--- config.mk ---
export PLATFORM = sky130hd
export DESIGN_NAME = cga_mac_seq
export DESIGN_NICKNAME = d
export VERILOG_FILES = /design/src/rtl/cga_mac_seq.sv
export SDC_FILE = /design/constraint.sdc
export NUM_CORES = 1
export LEC_CHECK = 0
export BUFFER_PORTS_ARGS = -buffer_cell sky130_fd_sc_hd__buf_2
export CORE_UTILIZATION = 31
export CTS_CLUSTER_SIZE = 20
export DETAILED_ROUTE_END_ITERATION = 8
export GPL_ROUTABILITY_DRIVEN = 0
export PLACE_DENSITY_LB_ADDON = 0.08
export SYNTH_ARGS = -nofsm -noshare
export SYNTH_HDL_FRONTEND = slang
export SYNTH_SLANG_ARGS = --single-unit
--- constraint.sdc ---
create_clock -name MCLK -period 1.4 [get_ports MCLK]
set_input_delay 0.21 -clock MCLK [delete_from_list [all_inputs] [get_ports MCLK]]
set_output_delay 0.21 -clock MCLK [all_outputs]
set_load 0.01 [all_outputs]
--- src/rtl/cga_mac_seq.sv ---
`default_nettype none
// ============================================================================
//  Module   : cga_mac_seq
//  Purpose  : Sequencer/arbiter in front of the memory address calculation
//             datapath (address adder, LCA register, NLCA incrementer).
//             Grants one of three requesters (fetch, operand, refresh/scrub)
//             at a time, drives the adder/mux selects and the memory
//             request, runs a second word at NLCA for double-word operands
//             and freezes the address path while memory is busy.
//  Revision : 1.0  initial release
// ----------------------------------------------------------------------------
//  Ports
//    MCLK      in   system clock, rising edge
//    RESET     in   synchronous reset, active-high
//    IF_REQ    in   fetch request (level)
//    IF_ACK    out  fetch transfer accepted (1-cycle pulse)
//    OP_REQ    in   operand request (level)
//    OP_MODE   in   operand addressing mode, sampled at grant
//    OP_DOUBLE in   double-word operand, sampled at grant
//    OP_ACK    out  operand transfer accepted (1-cycle pulse)
//    RF_REQ    in   refresh/scrub request (level)
//    RF_ACK    out  refresh accepted (1-cycle pulse)
//    MEM_BUSY  in   memory cannot accept a request this cycle
//    MREQ      out  memory request, address valid
//    MSRC      out  requester owning MREQ: 01 IF, 10 OP, 11 RF, 00 none
//    PSEL      out  adder source = P register
//    CDSEL     out  adder source = CD bus
//    ADDSEL    out  adder source = ADD result
//    PB        out  add B register
//    PX        out  add X register
//    NLCASEL   out  address = LCA+1 (second word)
//    HOLD      out  freeze LCA/address registers
// ============================================================================
module cga_mac_seq #(
    parameter int STARVE_MAX = 4,
    parameter int CNT_W      = 3
) (
    input  logic       MCLK,
    input  logic       RESET,
    input  logic       IF_REQ,
    output logic       IF_ACK,
    input  logic       OP_REQ,
    input  logic [1:0] OP_MODE,
    input  logic       OP_DOUBLE,
    output logic       OP_ACK,
    input  logic       RF_REQ,
    output logic       RF_ACK,
    input  logic       MEM_BUSY,
    output logic       MREQ,
    output logic [1:0] MSRC,
    output logic       PSEL,
    output logic       CDSEL,
    output logic       ADDSEL,
    output logic       PB,
    output logic       PX,
    output logic       NLCASEL,
    output logic       HOLD
);

    localparam logic [2:0] c_IDLE   = 3'd0;
    localparam logic [2:0] c_ISSUE  = 3'd1;
    localparam logic [2:0] c_WAIT   = 3'd2;
    localparam logic [2:0] c_SECOND = 3'd3;
    localparam logic [2:0] c_SWAIT  = 3'd4;

    localparam logic [1:0] c_SRC_NONE = 2'b00;
    localparam logic [1:0] c_SRC_IF   = 2'b01;
    localparam logic [1:0] c_SRC_OP   = 2'b10;
    localparam logic [1:0] c_SRC_RF   = 2'b11;

    localparam logic [CNT_W-1:0] c_STARVE_MAX = CNT_W'(STARVE_MAX);
    localparam logic [CNT_W-1:0] c_CNT_ONE    = CNT_W'(1);

    logic [2:0]       r_state;
    logic [1:0]       r_src;
    logic [1:0]       r_mode;
    logic             r_double;
    logic [CNT_W-1:0] r_starveCnt;

    logic [2:0]       w_nextState;
    logic [1:0]       w_grantSrc;
    logic             w_grantValid;
    logic [CNT_W-1:0] w_starveNext;

    // Arbitration: RF > OP > IF, except that a fetch which has lost
    // STARVE_MAX arbitrations in a row beats everyone.
    always_comb begin
        w_grantSrc = c_SRC_NONE;
        if (IF_REQ && (r_starveCnt == c_STARVE_MAX)) begin
            w_grantSrc = c_SRC_IF;
        end else if (RF_REQ) begin
            w_grantSrc = c_SRC_RF;
        end else if (OP_REQ) begin
            w_grantSrc = c_SRC_OP;
        end else if (IF_REQ) begin
            w_grantSrc = c_SRC_IF;
        end
        w_grantValid = (r_state == c_IDLE) && (w_grantSrc != c_SRC_NONE);
    end

    // Starvation counter only moves on an actual grant; it counts grants
    // that went elsewhere while a fetch was waiting.
    always_comb begin
        w_starveNext = r_starveCnt;
        if (w_grantValid) begin
            if (IF_REQ && (w_grantSrc != c_SRC_IF)) begin
                if (r_starveCnt != c_STARVE_MAX) begin
                    w_starveNext = r_starveCnt + c_CNT_ONE;
                end
            end else begin
                w_starveNext = '0;
            end
        end
    end

    always_ff @(posedge MCLK) begin
        if (RESET) begin
            r_state     <= c_IDLE;
            r_src       <= c_SRC_NONE;
            r_mode      <= 2'b00;
            r_double    <= 1'b0;
            r_starveCnt <= '0;
        end else begin
            r_state     <= w_nextState;
            r_starveCnt <= w_starveNext;
            if (w_grantValid) begin
                r_src <= w_grantSrc;
                // Mode/double only mean something for operand transfers.
                if (w_grantSrc == c_SRC_OP) begin
                    r_mode   <= OP_MODE;
                    r_double <= OP_DOUBLE;
                end else begin
                    r_mode   <= 2'b00;
                    r_double <= 1'b0;
                end
            end
        end
    end

    // Next state and outputs. Everything is forced low while RESET is
    // asserted so that a transfer abandoned by reset never acknowledges.
    always_comb begin
        w_nextState = r_state;
        IF_ACK      = 1'b0;
        OP_ACK      = 1'b0;
        RF_ACK      = 1'b0;
        MREQ        = 1'b0;
        MSRC        = c_SRC_NONE;
        PSEL        = 1'b0;
        CDSEL       = 1'b0;
        ADDSEL      = 1'b0;
        PB          = 1'b0;
        PX          = 1'b0;
        NLCASEL     = 1'b0;
        HOLD        = 1'b0;
        if (!RESET) begin
            case (r_state)
                c_IDLE: begin
                    if (w_grantValid) begin
                        w_nextState = c_ISSUE;
                    end
                end
                c_ISSUE, c_WAIT: begin
                    MREQ = 1'b1;
                    MSRC = r_src;
                    case (r_src)
                        c_SRC_IF: PSEL = 1'b1;
                        c_SRC_OP: begin
                            case (r_mode)
                                2'b00: CDSEL = 1'b1;
                                2'b01: begin
                                    ADDSEL = 1'b1;
                                    PB     = 1'b1;
                                end
                                2'b10: begin
                                    ADDSEL = 1'b1;
                                    PX     = 1'b1;
                                end
                                default: begin
                                    ADDSEL = 1'b1;
                                    PB     = 1'b1;
                                    PX     = 1'b1;
                                end
                            endcase
                        end
                        default: ;
                    endcase
                    if (MEM_BUSY) begin
                        HOLD        = 1'b1;
                        w_nextState = c_WAIT;
                    end else if ((r_src == c_SRC_OP) && r_double) begin
                        // First word accepted; the ACK waits for the NLCA word.
                        w_nextState = c_SECOND;
                    end else begin
                        IF_ACK      = (r_src == c_SRC_IF);
                        OP_ACK      = (r_src == c_SRC_OP);
                        RF_ACK      = (r_src == c_SRC_RF);
                        w_nextState = c_IDLE;
                    end
                end
                c_SECOND, c_SWAIT: begin
                    MREQ    = 1'b1;
                    MSRC    = c_SRC_OP;
                    NLCASEL = 1'b1;
                    if (MEM_BUSY) begin
                        HOLD        = 1'b1;
                        w_nextState = c_SWAIT;
                    end else begin
                        OP_ACK      = 1'b1;
                        w_nextState = c_IDLE;
                    end
                end
                default: w_nextState = c_IDLE;
            endcase
        end
    end

endmodule
`default_nettype wire

==> qor.yml, run 1 <==
syn_area_sq_um: 774
skew_ns: 0.00501
grt_antenna_before_repair: 0
worstPathMaxFanout: 6
final_nets: 138
path_delay_family: "simple AND/OR/NAND/NOR gates"
cts_buffers: 3
synth_edf_count: 0
cts.htree.levels: 1
grt_pass1_vias: 733
vias: 809
yosysWarnings: 0
setup_ws_ns: -0.249
finalSetupViolations: 13
synth_top_area_share: 0.284
crit_type: "register to primary output"
wl_mm: 1.97
violations: "setup timing"
wl_per_cell_um: 12.8
synth_ff_type: "dfxtp_1"
dp.cells: 145
max_freq_ghz: 0.606
area_delta_synth_final_pct: 43.6
worstPathRequired_ns: 1.19
p_int_uw: 590
syn-mean-instance-area_sq_um: 8.51
dp_hpwl_mm: 1.47
synth_commonest_cells: "dfxtp_1 (11), inv_1 (11), a21oi_1 (7)"
critPathCaptureType: "primary output"
pwr_density_cell_nw_per_um2: 779
cts_tree: "done"
swShare: 0.319
min_period_ns: 1.65
die_area_sq_um: 2700
power_switching_uw: 277
final_cells: 154
clk_latency_ns: 0.27
pre_cts_ws_ns: -0.0917
drt_iter0_markers: 12
leakagePower_nw: 0.475
grt_util_all_layers: 0.166
die_x_um: 52.0
synthTopCellsByArea: "dfxtp_1 (28%), inv_1 (5.3%), a21oi_1 (4.5%)"
p_comb_frac: 0.333
rows: 17
overflow: 0
synthArstFlopShare: 0
cts_root_buf: "clkbuf_4"
drcViolationCount: 0
syn-num-nets: 102
clock_sinks: 11
final_antenna_net_count: 0
fillers: 224
fp.coreArea_sq_um: 2280
hold_violations: 0
worst_pin_slew_ns: 0.423
ctsLongestPathBuffers: 2
yosysTopAreaCell: "dfxtp_1"
slowest_stage: "or3b_4"
finalMaxSlewViolations: 0
first_pass_iters: 4
status: "finished, violations left"
rrSetupSlack_ns: 0.04
cp.arrival_ns: 1.44
io_pins: 22
routed_via_density: 5.25
crit_chain: "buf_6 > or3b_4 > a21oi_2 > buf_2"
power_frac_clock: 0.256
peakVddDrop_v: 0.000372
crit_path_start_kind: "register"
synth_cells: 91
synth_cell_type_count: 42
slowest_delay_ns: 0.40
num_antenna_cells: 0
share_seq_of_total_power: 0.411
yosysSeqAreaShare: 0.284
finalCritPeriodShare: 1.18
start_util: 0.340
die_y_um: 52.0
hp-class: "input port to register"
rsz0062_at_grt: "true"
cts.reportedPaths.clkPinSlew_ns: 0.08
io_buffers: 21
synth.ff_latch_count: 11
drive_gt1_frac: 0.524
grt_start_max_net_pins: 13
grt_pass1_wl_mm: 3.26
cap_violations: 0
slew_headroom: 0.717
path_buf_inv: 2
state kept, by name, summed over array words and instances, names as in the netlist:
signal	flops
r_src	2
r_state	3
r_double	1
r_starveCnt	3
r_mode	2
cell usage in the layout, fill, tap and decap left out, drive strengths merged:
cell | netlist | layout
nor2 | 3 | 3
nand2 | 5 | 5
inv | 12 | 12
o21ai | 5 | 5
nand3 | 1 | 1
nor3 | 4 | 4
and4bb | 1 | 1
nand3b | 1 | 1
o2111ai | 1 | 1
ha | 2 | 2
a21boi | 1 | 1
a31oi | 1 | 1
o32ai | 4 | 4
nor3b | 3 | 3
a211oi | 1 | 1
a21oi | 8 | 8
nand2b | 1 | 1
or2 | 1 | 1
xnor2 | 1 | 1
clkbuf | 1 | 4
or3b | 1 | 1
buf | 3 | 35
dfxtp | 11 | 11
o211a | 1 | 1
o211ai | 1 | 1
and2 | 4 | 4
or3 | 1 | 1
o21a | 3 | 3
nor4 | 2 | 2
nand4 | 4 | 4
xor2 | 1 | 1
a2111oi | 1 | 1
maj3 | 1 | 1
layer usage:
metal,up-vias,GRT usage,wire (um)
li1,409,-,-
met1,373,0.210,934
met2,23,0.271,924
met3,4,0.0263,77
met4,0,0.0811,29
met5,-,0,0
stage by stage:
stage / hold WS [ns] / util / total power [mW] / setup TNS, ns / cell area, sq um
global placement: 0.474 / 0.419 / 0.595 / -0.138 / 953
CTS: 0.184 / 0.458 / 0.841 / -2.70 / 1040
detailed placement: 0.480 / 0.419 / 0.597 / -0.125 / 953
finish: 0.204 / 0.489 / 0.867 / -2.29 / 1110
global route: 0.208 / 0.489 / 0.922 / -3.33 / 1110
floorplan: 0.332 / - / 0.509 / 0 / 779
power by group through the flow:
stage	registers, mW	clock network, mW	logic, mW
global placement	0.358	0	0.237
detailed placement	0.359	0	0.238
CTS	0.356	0.229	0.256
global route	0.360	0.246	0.315
floorplan	0.355	0	0.154
finish	0.356	0.222	0.289
area by class of cell:
class                   count  area (sq um)  area share
flip-flops and latches     11           233       0.209
multi-input cells          64           546       0.490
well taps                  28          35.0      0.0315
inverters                  12          45.0      0.0405
repair buffers             35           228       0.205
clock buffers               4          26.3      0.0236
path summary, 6_finish.rpt:
check | start | endpoint | depth (start not counted)
min | OP_DOUBLE | r_double | 3
max reg2reg | r_state[0] | r_starveCnt[2] | 4
max | r_state[0] | NLCASEL | 4
min reg2reg | r_starveCnt[1] | r_starveCnt[1] | 2
worst reg2reg max path, cell delays in order (launching register included):
cell      delay [ns]
dfxtp_4         0.37
buf_6           0.14
or3_4           0.44
a211oi_2        0.21
o32ai_1         0.09
cell families after synthesis:
group                    Yosys count  share of synthesized area
AND/OR/NAND/NOR                   32                      0.294
AO/OA/AOI/OAI                     27                      0.252
buffers and inverters             16                      0.102
flip-flops                        11                      0.284
adder cells (fa/ha/maj)            3                     0.0452
XOR/XNOR                           2                     0.0226
repair_timing:
item                       in CTS  in global routing
gates resized for setup        14                  9
gates cloned                    0                  0
setup endpoints to repair      13                 18
buffers inserted                3                  2
pin swaps                       6                  6
hold buffers                    0                  0
(Power assumes the default switching activity.)
==> run 2: changes to the inputs <==
CORE_UTILIZATION = 50   (was 31)
==> run 2 against run 1 <==
Compared with the run above:
- the run still ends with setup timing left
- clock skew shrank 0.0039 ns
- sequential cell count unchanged
- register-to-register slack lost 0.05 ns
- setup slack worse by 0.025 ns
- clock power barely moved
- sequential share of layout area shrank 0.75 points
- maximum frequency down 1.5%
- largest cell class unchanged
==> qor.yml, run 2 (synthesized netlist as in run 1, its figures left out) <==
area_delta_synth_final_pct: 49.0  # was 43.6%
die_x_um: 41.4  # was 52.0 um
crit_type: "register to primary output"  # unchanged
clock_sinks: 11  # unchanged
drt_iter0_markers: 13  # was 12
hp-start: "OP_DOUBLE"  # unchanged
finalMaxSlewViolations: 0  # unchanged
max_freq_ghz: 0.597  # was 0.606 GHz
final_antenna_net_count: 0  # unchanged
grt_util_all_layers: 0.245  # was 0.166
finalSetupViolations: 14  # was 13
final_common_cell: "buf_2"  # unchanged
final_cell_mix: "buf_2 (20), buf_4 (15), inv_1 (10)"  # was buf_2 (20), buf_4 (11), inv_1 (10), a21oi_1 (6)
worstPathRequired_ns: 1.19  # about the same
cts_tree: "done"  # unchanged
grt_start_max_net_pins: 10  # was 13
r2r-start: "r_state[0]"  # unchanged
cp.arrival_ns: 1.46  # was 1.44 ns
cts.htree.levels: 1  # unchanged
holdWs_ns: 0.200  # was 0.204 ns
slew_headroom: 0.711  # was 0.717
hold_violations: 0  # unchanged
p_comb_frac: 0.354  # was 0.333
vias: 830  # was 809
p_int_uw: 613  # was 590 uW
num_antenna_cells: 0  # unchanged
cp-startpoint: "r_state[1]"  # was r_state[0]
final_nets: 142  # was 138
routed_via_density: 5.72  # was 5.25
pwr_density_cell_nw_per_um2: 783  # was 779 nW/um^2
wl_per_cell_um: 14.1  # was 12.8 um
die_y_um: 41.4  # was 52.0 um
grt_pass1_wl_mm: 2.74  # was 3.26 mm
grt_pass1_vias: 671  # was 733
r2r_cells: 4  # unchanged
worstPathMaxFanout: 5  # was 6
swShare: 0.321  # was 0.319
share_seq_of_total_power: 0.402  # was 0.411
r2r-end: "r_starveCnt[2]"  # unchanged
ctsLongestPathBuffers: 2  # unchanged
dp_hpwl_mm: 1.40  # was 1.47 mm
violations: "setup timing"  # unchanged
cts_root_buf: "clkbuf_4"  # unchanged
leakagePower_nw: 0.503  # was 0.475 nW
overflow: 0  # unchanged
start_util: 0.567  # was 0.340
io_buffers: 21  # unchanged
setup_ws_ns: -0.274  # was -0.249 ns
rrSetupSlack_ns: -0.01  # was 0.04 ns
wl_mm: 2.05  # was 1.97 mm
worst_pin_slew_ns: 0.431  # was 0.423 ns
drcViolationCount: 0  # unchanged
hold_buffers: 0  # unchanged
die_area_sq_um: 1710  # was 2700 sq um
grt_antenna_before_repair: 0  # unchanged
cts_buffers: 3  # unchanged
drive_gt1_frac: 0.569  # was 0.524
power_uw: 904  # was 867 uW
hp-class: "input port to register"  # unchanged
cts.reportedPaths.clkPinSlew_ns: 0.07  # was 0.08 ns
finalCritPeriodShare: 1.20  # was 1.18
cap_violations: 0  # unchanged
rows: 13  # was 17
min_period_ns: 1.67  # was 1.65 ns
power_switching_uw: 291  # was 277 uW
power_frac_clock: 0.244  # was 0.256
critPathCaptureType: "primary output"  # unchanged
reg_top3: "r_starveCnt: 3 flops, r_state: 3 flops"  # unchanged
rsz0062_at_grt: "true"  # unchanged
skew_ns: 0.00109  # was 0.00501 ns
first_pass_iters: 4  # unchanged
clk_latency_ns: 0.27  # about the same
fp.coreArea_sq_um: 1370  # was 2280 sq um
io_pins: 22  # unchanged
peakVddDrop_v: 0.000661  # was 0.000372 V
cp-endpoint: "HOLD"  # was NLCASEL
crit_path_start_kind: "register"  # unchanged
status: "finished, violations left"  # unchanged
-- run 2: layout make-up --
cell class                      count  area [sq um]
Clock buffer                        4          26.3
Fill cell                          81           213
Inverter                           12          45.0
Multi-Input combinational cell     64           573
Sequential cell                    11           233
Tap cell                           15          18.8
Timing Repair Buffer               39           258
-- run 2: through the flow --
stage | setup slack (ns) | instances | cell area (sq um) | TNS [ns] | util
finish | -0.274 | 145 | 1150 | -2.57 | 0.844
global route | -0.365 | 145 | 1150 | -3.74 | 0.844
CTS | -0.257 | 143 | 1070 | -2.38 | 0.780
detailed placement | -0.0855 | 133 | 945 | -0.133 | 0.691
global placement | -0.0621 | 133 | 945 | -0.0750 | 0.691
floorplan | 0.0351 | 91 | 779 | 0 | -
-- run 2: critical path, stage by stage, from the launching register on --
cell and delay, ns:
dfxtp_4 0.38, buf_6 0.14, o21a_1 0.20, nor3_2 0.20, and2_1 0.15, buf_2 0.12
-- run 2: what timing repair did --
action / CTS / global route
pin swaps: 9 / 7
resized for setup: 16 / 13
setup buffers: 6 / 2
setup endpoints to repair: 14 / 17
-- run 2: worst min-delay path by stage --
stage | endpoint | cells past startpoint
floorplan | r_state[2] | 1
global placement | r_mode[1] | 3
detailed placement | r_double | 3
CTS | r_double | 3
global route | r_double | 3
finish | r_double | 3
-- run 2: per-layer routing --
metal | share of wire | track usage | vias to the layer above
met5 | 0 | 0 | -
met4 | 0.011 | 0.121 | 0
met3 | 0.044 | 0.0266 | 3
met2 | 0.53 | 0.461 | 28
met1 | 0.42 | 0.267 | 391
li1 | - | - | 408
-- run 2: power by group through the flow --
stage / clock (mW) / combinational [mW] / sequential [mW]
2_1_floorplan: 0 / 0.154 / 0.355
3_3_place_gp: 0 / 0.228 / 0.361
3_5_place_dp: 0 / 0.234 / 0.362
4_1_cts: 0.222 / 0.274 / 0.358
5_1_grt: 0.230 / 0.348 / 0.366
6_report: 0.220 / 0.320 / 0.363
